`config.mk`:
```
export PLATFORM = sky130hd
export DESIGN_NAME = alu_ctrl_seq_flat
export DESIGN_NICKNAME = d
export VERILOG_FILES = /design/src/rtl/alu_pkg.sv /design/src/rtl/alu_ctrl_seq_if.sv /design/src/rtl/muldiv_iter.sv /design/src/rtl/alu_ctrl_seq.sv /design/src/flat_wrapper.sv
export SDC_FILE = /design/constraint.sdc
export NUM_CORES = 1
export LEC_CHECK = 0
export ABC_AREA = 1
export ABC_CLOCK_PERIOD_IN_PS = 5300
export CAP_MARGIN = 30
export CELL_PAD_IN_SITES_DETAIL_PLACEMENT = 1
export CELL_PAD_IN_SITES_GLOBAL_PLACEMENT = 2
export CORE_MARGIN = 2
export CORE_UTILIZATION = 35
export CTS_CLUSTER_DIAMETER = 120
export CTS_CLUSTER_SIZE = 10
export DETAILED_ROUTE_END_ITERATION = 7
export DONT_BUFFER_PORTS = 1
export GPL_ROUTABILITY_DRIVEN = 1
export PLACE_DENSITY = 0.9
export SLEW_MARGIN = 20
export SYNTH_ARGS = -nofsm -noshare
export SYNTH_HDL_FRONTEND = slang
export SYNTH_SLANG_ARGS = --single-unit
```
`constraint.sdc`:
```
create_clock -name clk -period 5.3 [get_ports clk]
set_input_delay 1.06 -clock clk [delete_from_list [all_inputs] [get_ports clk]]
set_output_delay 1.06 -clock clk [all_outputs]
set_load 0.05 [all_outputs]
```
`src/rtl/alu_pkg.sv`:
```
// alu_pkg: shared ALU op codes, funct codes, sequencer state and mul/div kinds
package alu_pkg;
    localparam logic [3:0] ALU_AND     = 4'b0000;
    localparam logic [3:0] ALU_OR      = 4'b0001;
    localparam logic [3:0] ALU_ADD     = 4'b0010;
    localparam logic [3:0] ALU_XOR     = 4'b0011;
    localparam logic [3:0] ALU_SUB     = 4'b0110;
    localparam logic [3:0] ALU_SLT     = 4'b0111;
    localparam logic [3:0] ALU_NOR     = 4'b1100;
    localparam logic [3:0] ALU_ILLEGAL = 4'b1111;
    localparam logic [5:0] F_ADD   = 6'b100000;
    localparam logic [5:0] F_SUB   = 6'b100010;
    localparam logic [5:0] F_AND   = 6'b100100;
    localparam logic [5:0] F_OR    = 6'b100101;
    localparam logic [5:0] F_XOR   = 6'b100110;
    localparam logic [5:0] F_NOR   = 6'b100111;
    localparam logic [5:0] F_SLT   = 6'b101010;
    localparam logic [5:0] F_MFHI  = 6'b010000;
    localparam logic [5:0] F_MTHI  = 6'b010001;
    localparam logic [5:0] F_MFLO  = 6'b010010;
    localparam logic [5:0] F_MTLO  = 6'b010011;
    localparam logic [5:0] F_MULT  = 6'b011000;
    localparam logic [5:0] F_MULTU = 6'b011001;
    localparam logic [5:0] F_DIV   = 6'b011010;
    localparam logic [5:0] F_DIVU  = 6'b011011;
    typedef enum logic [1:0] {IDLE, RUN, DONE} state_t;
    // ordered to match funct[1:0] of the mul/div group
    typedef enum logic [1:0] {MULT, MULTU, DIV, DIVU} md_kind_t;
endpackage

```
`src/rtl/alu_ctrl_seq_if.sv`:
```
// alu_ctrl_seq_if: execute-stage control bus between pipeline and ALU control sequencer
interface alu_ctrl_seq_if #(
    parameter int WIDTH = 32
);
    logic [1:0]       op_alu;
    logic [5:0]       funct;
    logic             valid;
    logic [WIDTH-1:0] rs_val;
    logic [WIDTH-1:0] rt_val;
    logic [3:0]       op;
    logic             illegal;
    logic             stall;
    logic [WIDTH-1:0] md_rd;
    logic [WIDTH-1:0] hi;
    logic [WIDTH-1:0] lo;
    logic             md_done;
    modport master (
        output op_alu, funct, valid, rs_val, rt_val,
        input  op, illegal, stall, md_rd, hi, lo, md_done
    );
    modport slave (
        input  op_alu, funct, valid, rs_val, rt_val,
        output op, illegal, stall, md_rd, hi, lo, md_done
    );
endinterface

```
`src/rtl/muldiv_iter.sv`:
```
// muldiv_iter: one-bit-per-step shift-add multiplier / restoring divider with sign fix-up
module muldiv_iter
    import alu_pkg::*;
#(
    parameter int WIDTH = 32
) (
    input  logic             clk,
    input  logic             rst_n,
    input  logic             start,
    input  logic             step,
    input  logic             last,
    input  md_kind_t         kind,
    input  logic [WIDTH-1:0] a,
    input  logic [WIDTH-1:0] b,
    output logic [WIDTH-1:0] res_hi,
    output logic [WIDTH-1:0] res_lo,
    output logic             res_vld
);
    logic [WIDTH-1:0]   acc, q, m, acc_n, q_n, q_fix, r_fix;
    logic [WIDTH:0]     add, rem, diff;
    logic [2*WIDTH-1:0] prod, p_fix;
    logic               sgn, is_div, neg_q, neg_r, dz;
    assign sgn  = kind == MULT || kind == DIV;
    assign add  = q[0] ? {1'b0, acc} + {1'b0, m} : {1'b0, acc};
    assign rem  = {acc, q[WIDTH-1]};
    assign diff = rem - {1'b0, m};
    assign acc_n = is_div ? (diff[WIDTH] ? rem[WIDTH-1:0] : diff[WIDTH-1:0]) : add[WIDTH:1];
    assign q_n   = is_div ? {q[WIDTH-2:0], ~diff[WIDTH]} : {add[0], q[WIDTH-1:1]};
    assign prod  = {acc_n, q_n};
    assign p_fix = neg_q ? -prod : prod;
    // divide by zero: all-ones quotient; remainder sign fix restores the raw dividend
    assign q_fix = dz ? '1 : (neg_q ? -q_n : q_n);
    assign r_fix = neg_r ? -acc_n : acc_n;
    assign res_hi  = is_div ? r_fix : p_fix[2*WIDTH-1:WIDTH];
    assign res_lo  = is_div ? q_fix : p_fix[WIDTH-1:0];
    assign res_vld = step && last;
    always_ff @(posedge clk or negedge rst_n) begin
        if (!rst_n) begin
            {acc, q, m} <= '0;
            {is_div, neg_q, neg_r, dz} <= '0;
        end else if (start) begin
            acc    <= '0;
            q      <= (sgn && a[WIDTH-1]) ? -a : a;
            m      <= (sgn && b[WIDTH-1]) ? -b : b;
            is_div <= kind == DIV || kind == DIVU;
            neg_q  <= sgn && (a[WIDTH-1] ^ b[WIDTH-1]);
            neg_r  <= sgn && a[WIDTH-1];
            dz     <= b == '0;
        end else if (step) begin
            acc <= acc_n;
            q   <= q_n;
        end
    end
endmodule

```
`src/rtl/alu_ctrl_seq.sv`:
```
// alu_ctrl_seq: ALU op decode plus iterative mul/div sequencer owning HI/LO and pipeline stall
module alu_ctrl_seq
    import alu_pkg::*;
#(
    parameter int WIDTH = 32
) (
    input  logic          clk,
    input  logic          rst_n,
    alu_ctrl_seq_if.slave bus
);
    localparam int CNT_W = $clog2(WIDTH);
    state_t           state;
    logic [CNT_W-1:0] cnt;
    logic [WIDTH-1:0] hi, lo, res_hi, res_lo;
    logic [3:0]       op;
    logic             r_type, md_op, mv_op, accept, stall, last, res_vld, mt_hi, mt_lo;
    assign r_type = bus.op_alu == 2'b10;
    assign md_op  = r_type && (bus.funct inside {F_MULT, F_MULTU, F_DIV, F_DIVU});
    assign mv_op  = r_type && (bus.funct inside {F_MFHI, F_MTHI, F_MFLO, F_MTLO});
    always_comb begin
        op = ALU_ILLEGAL;
        if (bus.op_alu == 2'b00) op = ALU_ADD;
        else if (bus.op_alu == 2'b01) op = ALU_SUB;
        else if (r_type)
            case (bus.funct)
                F_ADD:   op = ALU_ADD;
                F_SUB:   op = ALU_SUB;
                F_AND:   op = ALU_AND;
                F_OR:    op = ALU_OR;
                F_XOR:   op = ALU_XOR;
                F_NOR:   op = ALU_NOR;
                F_SLT:   op = ALU_SLT;
                default: op = (md_op || mv_op) ? ALU_ADD : ALU_ILLEGAL;
            endcase
    end
    assign accept = state != RUN && bus.valid && md_op;
    assign stall  = rst_n && (state == RUN || accept);
    assign last   = cnt == CNT_W'(WIDTH - 1);
    assign mt_hi  = bus.valid && !stall && r_type && bus.funct == F_MTHI;
    assign mt_lo  = bus.valid && !stall && r_type && bus.funct == F_MTLO;
    assign bus.op      = op;
    assign bus.illegal = op == ALU_ILLEGAL;
    assign bus.stall   = stall;
    assign bus.md_rd   = bus.funct == F_MFLO ? lo : hi;
    assign bus.hi      = hi;
    assign bus.lo      = lo;
    assign bus.md_done = state == DONE;
    muldiv_iter #(.WIDTH(WIDTH)) u_md (
        .clk     (clk),
        .rst_n   (rst_n),
        .start   (accept),
        .step    (state == RUN),
        .last    (last),
        .kind    (md_kind_t'(bus.funct[1:0])),
        .a       (bus.rs_val),
        .b       (bus.rt_val),
        .res_hi  (res_hi),
        .res_lo  (res_lo),
        .res_vld (res_vld)
    );
    always_ff @(posedge clk or negedge rst_n) begin
        if (!rst_n) begin
            state <= IDLE;
            cnt   <= '0;
            hi    <= '0;
            lo    <= '0;
        end else begin
            if (accept) begin
                state <= RUN;
                cnt   <= '0;
            end else if (state == RUN) begin
                cnt <= cnt + 1'b1;
                if (last) state <= DONE;
            end else state <= IDLE;
            if (res_vld) {hi, lo} <= {res_hi, res_lo};
            else if (mt_hi) hi <= bus.rs_val;
            else if (mt_lo) lo <= bus.rs_val;
        end
    end
endmodule

```
`src/flat_wrapper.sv`:
```
// flat-port wrapper written by rule: the top's interface ports become plain ports
module alu_ctrl_seq_flat import alu_pkg::*;
#(
    parameter int WIDTH = 32
)
  (clk, rst_n, bus_op_alu, bus_funct, bus_valid, bus_rs_val, bus_rt_val, bus_op, bus_illegal, bus_stall, bus_md_rd, bus_hi, bus_lo, bus_md_done);
  alu_ctrl_seq_if #(.WIDTH(WIDTH)) bus_i ();
  input  logic clk;
  input  logic rst_n;
  input wire logic [$bits(bus_i.op_alu)-1:0] bus_op_alu;
  input wire logic [$bits(bus_i.funct)-1:0] bus_funct;
  input wire logic [$bits(bus_i.valid)-1:0] bus_valid;
  input wire logic [$bits(bus_i.rs_val)-1:0] bus_rs_val;
  input wire logic [$bits(bus_i.rt_val)-1:0] bus_rt_val;
  output wire logic [$bits(bus_i.op)-1:0] bus_op;
  output wire logic [$bits(bus_i.illegal)-1:0] bus_illegal;
  output wire logic [$bits(bus_i.stall)-1:0] bus_stall;
  output wire logic [$bits(bus_i.md_rd)-1:0] bus_md_rd;
  output wire logic [$bits(bus_i.hi)-1:0] bus_hi;
  output wire logic [$bits(bus_i.lo)-1:0] bus_lo;
  output wire logic [$bits(bus_i.md_done)-1:0] bus_md_done;
  assign bus_i.op_alu = bus_op_alu;
  assign bus_i.funct = bus_funct;
  assign bus_i.valid = bus_valid;
  assign bus_i.rs_val = bus_rs_val;
  assign bus_i.rt_val = bus_rt_val;
  assign bus_op = bus_i.op;
  assign bus_illegal = bus_i.illegal;
  assign bus_stall = bus_i.stall;
  assign bus_md_rd = bus_i.md_rd;
  assign bus_hi = bus_i.hi;
  assign bus_lo = bus_i.lo;
  assign bus_md_done = bus_i.md_done;
  alu_ctrl_seq #(.WIDTH(WIDTH)) u_core (.clk(clk), .rst_n(rst_n), .bus(bus_i));
endmodule
```
## Word-level counts from Yosys, hierarchy flattened

Index checks and enable logic that the tools add are counted.

| storage, ports and cells | value |
|---|---|
| flip-flop bits (word level) | 171 |
| bits of input ports | 75 |
| output and inout port bits | 103 |
| word-level logic and storage cells | 106 |

| operators by class | value |
|---|---|
| add/subtract/negate cells | 8 |
| eq/ne operators | 26 |
| mux-type cells | 32 |
| bitwise operators | 2 |
| reductions and logical operators | 27 |

Operators by type and width:

| operator | count |
|---|---|
| 32-bit two-way mux | 20 |
| 32-bit negation | 4 |
| 64-bit two-way mux | 1 |
| 64-bit negation | 1 |
| 6-bit by 5-bit equality test with 1-bit output, second input constant | 8 |
| 6-bit equality test, second input constant | 7 |
| 32-bit by 32-bit adder with 33-bit output | 1 |
| 33-bit two-way mux | 1 |
| 33-bit by 32-bit subtractor with 33-bit output | 1 |
| 32-bit logical NOT | 1 |
| 4-bit one-hot mux with 7 select lines | 1 |
| 4-bit two-way mux | 4 |
| 1-bit logical AND | 13 |
| 5-bit two-way mux | 2 |
| 2-bit equality test, second input constant | 4 |
| 4-bit nonzero test | 2 |
| 2-bit two-way mux | 3 |
| 2-bit nonzero test | 3 |
| 5-bit by 1-bit adder with 5-bit output, second input constant | 1 |
| 5-bit equality test, second input constant | 1 |
| 2-bit by 1-bit equality test with 1-bit output, second input constant | 2 |
| 4-bit equality test, second input constant | 1 |
| 2-bit logical NOT | 2 |
| 1-bit logical OR | 4 |
| 6 further kinds | 7 |

## Logic depth before layout (Yosys ltp)

Gate-level depths: netlist of the first run.

| logic depth | value |
|---|---|
| depth in word-level cells | 13 |
| mapped depth | 36 |
| gate-level depth less buffers | 36 |

## Hierarchy

A second synthesis of the first run with hierarchy kept.

| second synthesis, totals | value |
|---|---|
| cell total of the unflattened synthesis | 3177 |
| area total of the unflattened synthesis | 18950.7 um^2 |

Modules (own cells, without submodules):

| module | instances | cells an instance | area an instance (um^2) | seq. area each (um^2) |
|---|---|---|---|---|
| muldiv_iter | 1 | 2600 | 14481.4 | 2502.4 |
| alu_ctrl_seq | 1 | 577 | 4469.3 | 1776.7 |

## Worst setup path after synthesis of the first run

No wires, ideal clock.

| path | value |
|---|---|
| path type | input to output |
| start point | in bus_funct[0] |
| end point | out bus_illegal |
| data arrival time | 3296 ps |
| required time | 4240 ps |
| slack | 944 ps |
| cell stages on the path | 7 |
| buffers on the path | 1 |
| path through | clkbuf_1 -> nor2_1 -> nand3_1 -> nand3_1 -> a21oi_1 -> nor2_1 -> nor4_1 |

| between the ends | value |
|---|---|
| cells in the longest elaborated chain, start to end | 10 |
| elaborated cells on any way between the ends | 26 |
| those cells by class | eq/ne: 16; mux: 5; reduce/logical: 5 |

Ends and longest elaborated chain:

| element | line | source |
|---|---|---|
| start, declared | flat_wrapper.sv:11 | `input wire logic [$bits(bus_i.funct)-1:0] bus_funct;` |
| 6-bit by 5-bit equality test with 1-bit output, on equally long branches | alu_ctrl_seq.sv:18, alu_ctrl_seq.sv:19 |  |
| 4-bit nonzero test, on equally long branches | alu_ctrl_seq.sv:18, alu_ctrl_seq.sv:19 |  |
| 1-bit logical AND, on equally long branches | alu_ctrl_seq.sv:18, alu_ctrl_seq.sv:19 |  |
| 1-bit logical OR | alu_ctrl_seq.sv:33 | `default: op = (md_op \|\| mv_op) ? ALU_ADD : ALU_ILLEGAL;` |
| 4-bit two-way mux | alu_ctrl_seq.sv:33 |  |
| 4-bit one-hot mux with 7 select lines (*) | alu_ctrl_seq.sv:25 | `case (bus.funct)` |
| 4-bit two-way mux (*) | alu_ctrl_seq.sv:24 | `else if (r_type)` |
| 4-bit two-way mux (*) | alu_ctrl_seq.sv:23 | `else if (bus.op_alu == 2'b01) op = ALU_SUB;` |
| 4-bit two-way mux (*) | alu_ctrl_seq.sv:22 | `if (bus.op_alu == 2'b00) op = ALU_ADD;` |
| 4-bit equality test (*) | alu_ctrl_seq.sv:42 | `assign bus.illegal = op == ALU_ILLEGAL;` |
| end, declared | flat_wrapper.sv:16 | `output wire logic [$bits(bus_i.illegal)-1:0] bus_illegal;` |

Mark *: on every way between the ends. The rest lies on a longest branch, timed or not.

## Worst setup path after layout of the first run

| path | value |
|---|---|
| start point | reg u_core.u_md.q[31] |
| end point | reg u_core.hi[4] (netlist: u_core.bus.hi[4]) |

| between the ends | value |
|---|---|
| cells in the longest elaborated chain, start to end | 7 |
| elaborated cells on any way between the ends | 11 |
| those cells by class | add/sub: 3; mux: 7; bitwise: 1 |

Ends and longest elaborated chain:

| element | line | source |
|---|---|---|
| start, declared | muldiv_iter.sv:19 | `logic [WIDTH-1:0] acc, q, m, acc_n, q_n, q_fix, r_fix;` |
| start signal, assigned | muldiv_iter.sv:43 | `q <= (sgn && a[WIDTH-1]) ? -a : a;` |
| start signal, assigned | muldiv_iter.sv:51 | `q <= q_n;` |
| 33-bit by 32-bit subtractor with 33-bit output | muldiv_iter.sv:26 | `assign diff = rem - {1'b0, m};` |
| 32-bit two-way mux / 1-bit inverter (equally long branches) | muldiv_iter.sv:27, muldiv_iter.sv:28 |  |
| 32-bit two-way mux, on equally long branches | muldiv_iter.sv:27, muldiv_iter.sv:28 |  |
| 64-bit negation / 32-bit negation (equally long branches) | muldiv_iter.sv:30, muldiv_iter.sv:33 |  |
| 64-bit two-way mux / 32-bit two-way mux (equally long branches) | muldiv_iter.sv:30, muldiv_iter.sv:33 |  |
| 32-bit two-way mux (*) | muldiv_iter.sv:34 | `assign res_hi = is_div ? r_fix : p_fix[2*WIDTH-1:WIDTH];` |
| 32-bit two-way mux (*) | alu_ctrl_seq.sv:75 | `if (res_vld) {hi, lo} <= {res_hi, res_lo};` |
| end signal, assigned | alu_ctrl_seq.sv:75 |  |
| end signal, assigned | alu_ctrl_seq.sv:76 | `else if (mt_hi) hi <= bus.rs_val;` |
| end, declared | alu_ctrl_seq.sv:14 | `logic [WIDTH-1:0] hi, lo, res_hi, res_lo;` |

Marks and branches as above.
A chain may end at the register's enable or synchronous reset.

==> impl_results.md, run 1 <==
* Status: complete, no violations
* Routed Antenna Nets at 0
* Worst Skew at 15.2 ps
* Finished Layout Cells at 3603
* Post-synth top cells: nand2_1, inv_1, nor2_1
* Initial Util at 0.355
* Final setup fails at 0
* Slew @ Worst Pin at 952 ps
* FF+latch area at 0.00428 mm^2
* Placer Congestion at 1.12
* CP max stage delay at 410 ps
* Synthesized instance count at 2939
* Ys async rst share at 1.00
* Top-count cell post-synth: nand2_1
* Largest net degree at the start of global routing at 173
* Yosys cell types at 59
* Clock sink total at 171
* Area of the multi-input gates at 0.0114 mm^2
* Most frequent cell on the critical path: nand2_1
* Final WS setup at 537 ps
* Period Utilization, post-route at 0.899
* Most used flip-flop cell after synthesis: dfrtp_1
* CP Data Arrival Time at 5130 ps
* Die Span Y at 230 um
* Die area at 0.0527 mm^2
* Leak at 9.66 nW
* Largest cells by area after synthesis: dfrtp_1, nand2_1, inv_1
* HPWL reported at the end of detailed placement at 69.4 mm
* Peak VDD IR at 0.000300 V
* Avg Synthesized Cell Area at 6.06 um^2
* CTS tree: yes
* Initial antenna violation count at 4
* Fin. max-slew vios at 0
* Leading area contributor after synthesis: dfrtp_1
* Worst-path fanout max at 8
* Critical path required time at 5670 ps
* FF+latch count, synth at 171
* Clk Tree Root Cell: clkbuf_16
* First-pass GRT wire length at 131 mm
* Total CTS buffers at 17
* Clock-pin slew on the worst setup and hold paths at 80 ps
* CTS Hold Bufs at 0
* Post-synth EDFFs at 0
* Yosys warning count at 0
* CP Class: flip-flop to flip-flop
* Port bufs at 0
* CTS max path bufs at 2
* Dpl cells at 3570
* Share of post-route cells with drive strength above 1 at 0.0686
* Worst Hold Class: primary input to async pin
* MaxCap Viol Count at 0
* CTS H-tree depth at 4
* GRT Resource Usage Total at 0.328
* Critical Path Start Type: flip-flop
* Layout Utilization at 0.383
* Clock insertion delay at the later pin of the skew report at 520 ps
* Nets@finish at 3064
* Core Box Area at 0.0502 mm^2
* Io pins at 178
* Crit path max-delay family: simple AND/OR/NAND/NOR gates
* Final min period at 4760 ps
* CTS resizes at 0
* Sum Neg Setup Slack at 0 ps
* Mapped Nets at 3086
* Vias per cell at 5.65
* Vias in the first global route at 20776
* Die W at 230 um
* First-pass detailed-route iteration total at 5
* Final Hold Viols at 0
* WL/cell at 24.1 um
* Seq/Total Area, Yosys at 0.240
* Vias post-DR at 20346
* Syn-to-layout area delta at 7.87%
* Filler cells at 6726
* Crit path capture type: flip-flop
* Rel. slew slack at 0.361
* Post-synth top area share at 0.240
* Worst path slowest cell: fa_1
* CP bufs+invs at 6
* FMAX at 210 MHz
* Dpl ws at 602 ps
* Drt initial violations at 1852
* Residual DRC count at 0
* Final wirelength at 86.7 mm
* PD cells at 554 mW/mm^2
* PnR Total Power at 10.6 mW
* RSZ-0062 raised after global routing: no
* Rows at 82
* Mapped cell area at 0.0178 mm^2
* Post-CTS Setup Bufs at 0
* Grt total ovfl at 0
==> logic make-up (layout without fill, tap and decap cells) <==
family                     Yosys count  count (layout)  share of synthesized area
AOI/OAI and AO/OA                  546             546                      0.175
xor gates and xnor gates            90              90                     0.0443
muxes                               10              10                    0.00632
buffers and inverters              532             523                      0.119
other                                0               1                          0
and+or+nand+nor                   1518            1518                      0.364
adders and majority gates           72              72                     0.0514
DFF                                171             171                      0.240
==> sequential cells by signal (all words and copies together) (netlist names) <==
register	cells
u_core.u_md.dz	1
u_core.u_md.m	32
u_core.u_md.q	32
u_core.u_md.is_div	1
u_core.u_md.neg_q	1
u_core.bus.hi	32
u_core.bus.lo	32
u_core.u_md.acc	32
u_core.state	2
u_core.cnt	5
u_core.u_md.neg_r	1
==> final timing paths <==
path                                   startpoint                end  slack (ps)  cells after the start
worst min-delay path                        rst_n  u_core.bus.lo[11]         230                      0
worst min register to register      u_core.cnt[3]      u_core.cnt[3]         470                      1
min in group clk                    u_core.cnt[3]      u_core.cnt[3]         470                      1
worst max register to register  u_core.u_md.q[31]   u_core.bus.hi[4]         540                     34
max in group asynchronous                   rst_n  u_core.u_md.m[25]        4670                      0
worst max-delay path            u_core.u_md.q[31]   u_core.bus.hi[4]         540                     34
==> layer usage <==
layer  vias up  track usage  wire (um)
met4         4        0.116       2790
met1     10070        0.444      38500
met3       127       0.0701       6830
met2       693        0.515      38600
met5         -            0         23
li1       9452            -          -
==> layout make-up <==
type,count,area share
antenna,1,0.000130
clock buffer,17,0.0221
clock inverter,15,0.00840
inverter,431,0.0843
multi-input combinational,2236,0.595
sequential,171,0.223
tap,672,0.0438
timing repair buffer,60,0.0234
==> layout by cell type, fill, tap and decap left out, types with 20 or more instances in the layout <==
cell type and count:
nand2_1 857, inv_1 410, nor2_1 293, o21ai_0 203
nand3_1 197, dfrtp_1 170, a21oi_1 145, ha_1 70
o22ai_1 67, buf_4 60, xor2_1 58, o211ai_1 52
nor3_1 33, xnor2_1 32, nand4_1 31, nand2_2 27
o21ai_1 20, o21bai_1 20
==> power by group <==
group          leakage (nW)  switching (mW)  internal [mW]  total, mW
Sequential             2.06           0.355           1.58       1.93
Clock                 0.283           0.715          0.666       1.38
Combinational          7.31            5.28           2.05       7.33
==> stage by stage <==
stage	instance area (um^2)	hold slack (ps)
6_report	19200	233
5_1_grt	19200	224
4_1_cts	19200	213
3_5_place_dp	18600	472
3_3_place_gp	18600	445
2_1_floorplan	17800	426
Power figures use the tool's default switching activity.
==> run 2, diff against run 1 <==
Settings changed: GPL_TIMING_DRIVEN set to 1, PLACE_DENSITY 0.9 to 0.89.
==> run 2 against run 1 <==
Effect of this change: first-iteration DRC count is 12% lower; critical endpoint unchanged; non-clock buffer count is 3 lower; die area stayed put; largest cell class unchanged; routed wire length is 0.46% higher; global-route usage hardly changed; core utilization hardly changed; worst setup slack better by 30 ps; register-to-register slack better by 30 ps.
==> impl_results.md, run 2 (synthesis gave the netlist of run 1 again) <==
* Period Utilization, post-route at 0.893 (was 0.899)
* Most frequent cell on the critical path: nand2_1 (unchanged)
* Grt total ovfl at 0 (unchanged)
* Final setup fails at 0 (unchanged)
* Crit path capture type: flip-flop (unchanged)
* RSZ-0062 raised after global routing: no (unchanged)
* CTS tree: yes (unchanged)
* FF+latch area at 0.00428 mm^2 (unchanged)
* Peak VDD IR at 0.000306 V (was 0.000300 V)
* GRT Resource Usage Total at 0.329 (was 0.328)
* Worst Skew at 19.7 ps (was 15.2 ps)
* FMAX at 211 MHz (was 210 MHz)
* Port bufs at 0 (unchanged)
* Routed Antenna Nets at 0 (unchanged)
* Final min period at 4730 ps (was 4760 ps)
* Reg2Reg Depth at 34 (unchanged)
* CP Class: flip-flop to flip-flop (unchanged)
* Clk Tree Root Cell: clkbuf_16 (unchanged)
* PD cells at 561 mW/mm^2 (was 554 mW/mm^2)
* CTS H-tree depth at 4 (unchanged)
* Die W at 230 um (unchanged)
* Leak at 9.67 nW (was 9.66 nW)
* Initial Util at 0.355 (unchanged)
* Rel. slew slack at 0.365 (was 0.361)
* Core Box Area at 0.0502 mm^2 (unchanged)
* First-pass detailed-route iteration total at 6 (was 5)
* Total CTS buffers at 17 (unchanged)
* Crit path capture: u_core.bus.hi[4] (unchanged)
* Crit Reg-Reg Startpoint: u_core.u_md.q[31] (unchanged)
* DP Area at 0.0186 mm^2 (about the same)
* Critical path required time at 5690 ps (was 5670 ps)
* CTS resizes at 0 (unchanged)
* Vias per cell at 5.68 (was 5.65)
* Vias in the first global route at 20564 (was 20776)
* Syn-to-layout area delta at 7.96% (was 7.87%)
* CP max stage delay at 420 ps (was 410 ps)
* MaxCap Viol Count at 0 (unchanged)
* Largest net degree at the start of global routing at 173 (unchanged)
* Drt initial violations at 1627 (was 1852)
* Crit path from: u_core.u_md.q[31] (unchanged)
* Clock-pin slew on the worst setup and hold paths at 80 ps (about the same)
* Final Hold Viols at 0 (unchanged)
* Most frequent cells in the layout: nand2_1, inv_1, nor2_1 (unchanged)
* Slew @ Worst Pin at 946 ps (was 952 ps)
* Most common cell after layout, fill and taps aside: nand2_1 (unchanged)
* HPWL reported at the end of detailed placement at 69.8 mm (was 69.4 mm)
* ANT cells at 0 (was 1)
* Final wirelength at 87.1 mm (was 86.7 mm)
* Die Span Y at 230 um (unchanged)
* Io pins at 178 (unchanged)
* Die area at 0.0527 mm^2 (unchanged)
* Fin. max-slew vios at 0 (unchanged)
* Nets@finish at 3061 (was 3064)
* Clock sink total at 171 (unchanged)
* CP Data Arrival Time at 5120 ps (was 5130 ps)
* Residual DRC count at 0 (unchanged)
* Clock insertion delay at the later pin of the skew report at 530 ps (was 520 ps)
* Placer Congestion at 1.03 (was 1.12)
* Rows at 82 (unchanged)
* Worst Hold Class: primary input to async pin (unchanged)
* Reg-to-reg critical path endpoint: u_core.bus.hi[4] (unchanged)
* Worst path slowest cell: fa_1 (unchanged)
* First-pass GRT wire length at 131 mm (about the same)
* Share of post-route cells with drive strength above 1 at 0.0676 (was 0.0686)
* CTS Hold Bufs at 0 (unchanged)
* Finished layout cell area at 0.0192 mm^2 (about the same)
* CTS max path bufs at 2 (unchanged)
* Worst-path fanout max at 8 (unchanged)
* WL/cell at 24.2 um (was 24.1 um)
* Filler cells at 6779 (was 6726)
* R2R Setup Slk at 570 ps (was 540 ps)
* Sum Neg Setup Slack at 0 ps (unchanged)
* Area of the multi-input gates at 0.0114 mm^2 (unchanged)
* Initial antenna violation count at 4 (unchanged)
* Vias post-DR at 20445 (was 20346)
* Final hold slack at 232 ps (was 233 ps)
* Status: complete, no violations (unchanged)
* Critical Path Start Type: flip-flop (unchanged)
* Post-CTS Setup Bufs at 0 (unchanged)
-- run 2: cell type report --
class                           count  share of cell area
Timing Repair Buffer               57              0.0223
Clock inverter                     15              0.0105
Tap cell                          672              0.0437
Inverter                          431              0.0842
Sequential cell                   171               0.223
Clock buffer                       17              0.0221
Multi-Input combinational cell   2236               0.594
-- run 2: worst min-delay path by stage --
stage / start / end
floorplan: u_core.cnt[3] / u_core.cnt[3]
global placement: u_core.cnt[3] / u_core.cnt[3]
detailed placement: u_core.cnt[3] / u_core.cnt[3]
CTS: rst_n / u_core.bus.lo[11]
global route: rst_n / u_core.u_md.q[13]
finish: rst_n / u_core.u_md.q[13]
-- run 2: critical path: cells and delay by family, from the launching register on --
kind	cells	cell delay, ps
buffers and inverters	6	570
adders and majority gates	3	830
and+or+nand+nor	23	2430
AOI/OAI and AO/OA	2	420
DFF	1	350
-- run 2: routing by layer --
metal | track usage | wire length (um) | up-vias
met5 | 0 | 35 | -
met4 | 0.0962 | 2460 | 6
met3 | 0.0752 | 6630 | 125
met2 | 0.520 | 38900 | 731
met1 | 0.445 | 39100 | 10134
li1 | - | - | 9449
-- run 2: where the power goes --
group	switching [mW]	total, mW	internal, mW
clock	0.714	1.47	0.761
sequential	0.376	1.95	1.58
combinational	5.31	7.36	2.04
-- run 2: stage by stage --
stage	total power [mW]	std cells	util	setup WS, ps
finish	10.8	3599	0.383	567
global route	11.5	3599	0.383	96.9
CTS	10.6	3598	0.383	616
detailed placement	9.10	3566	0.371	618
global placement	9.03	3565	0.370	720
floorplan	6.79	2939	-	944
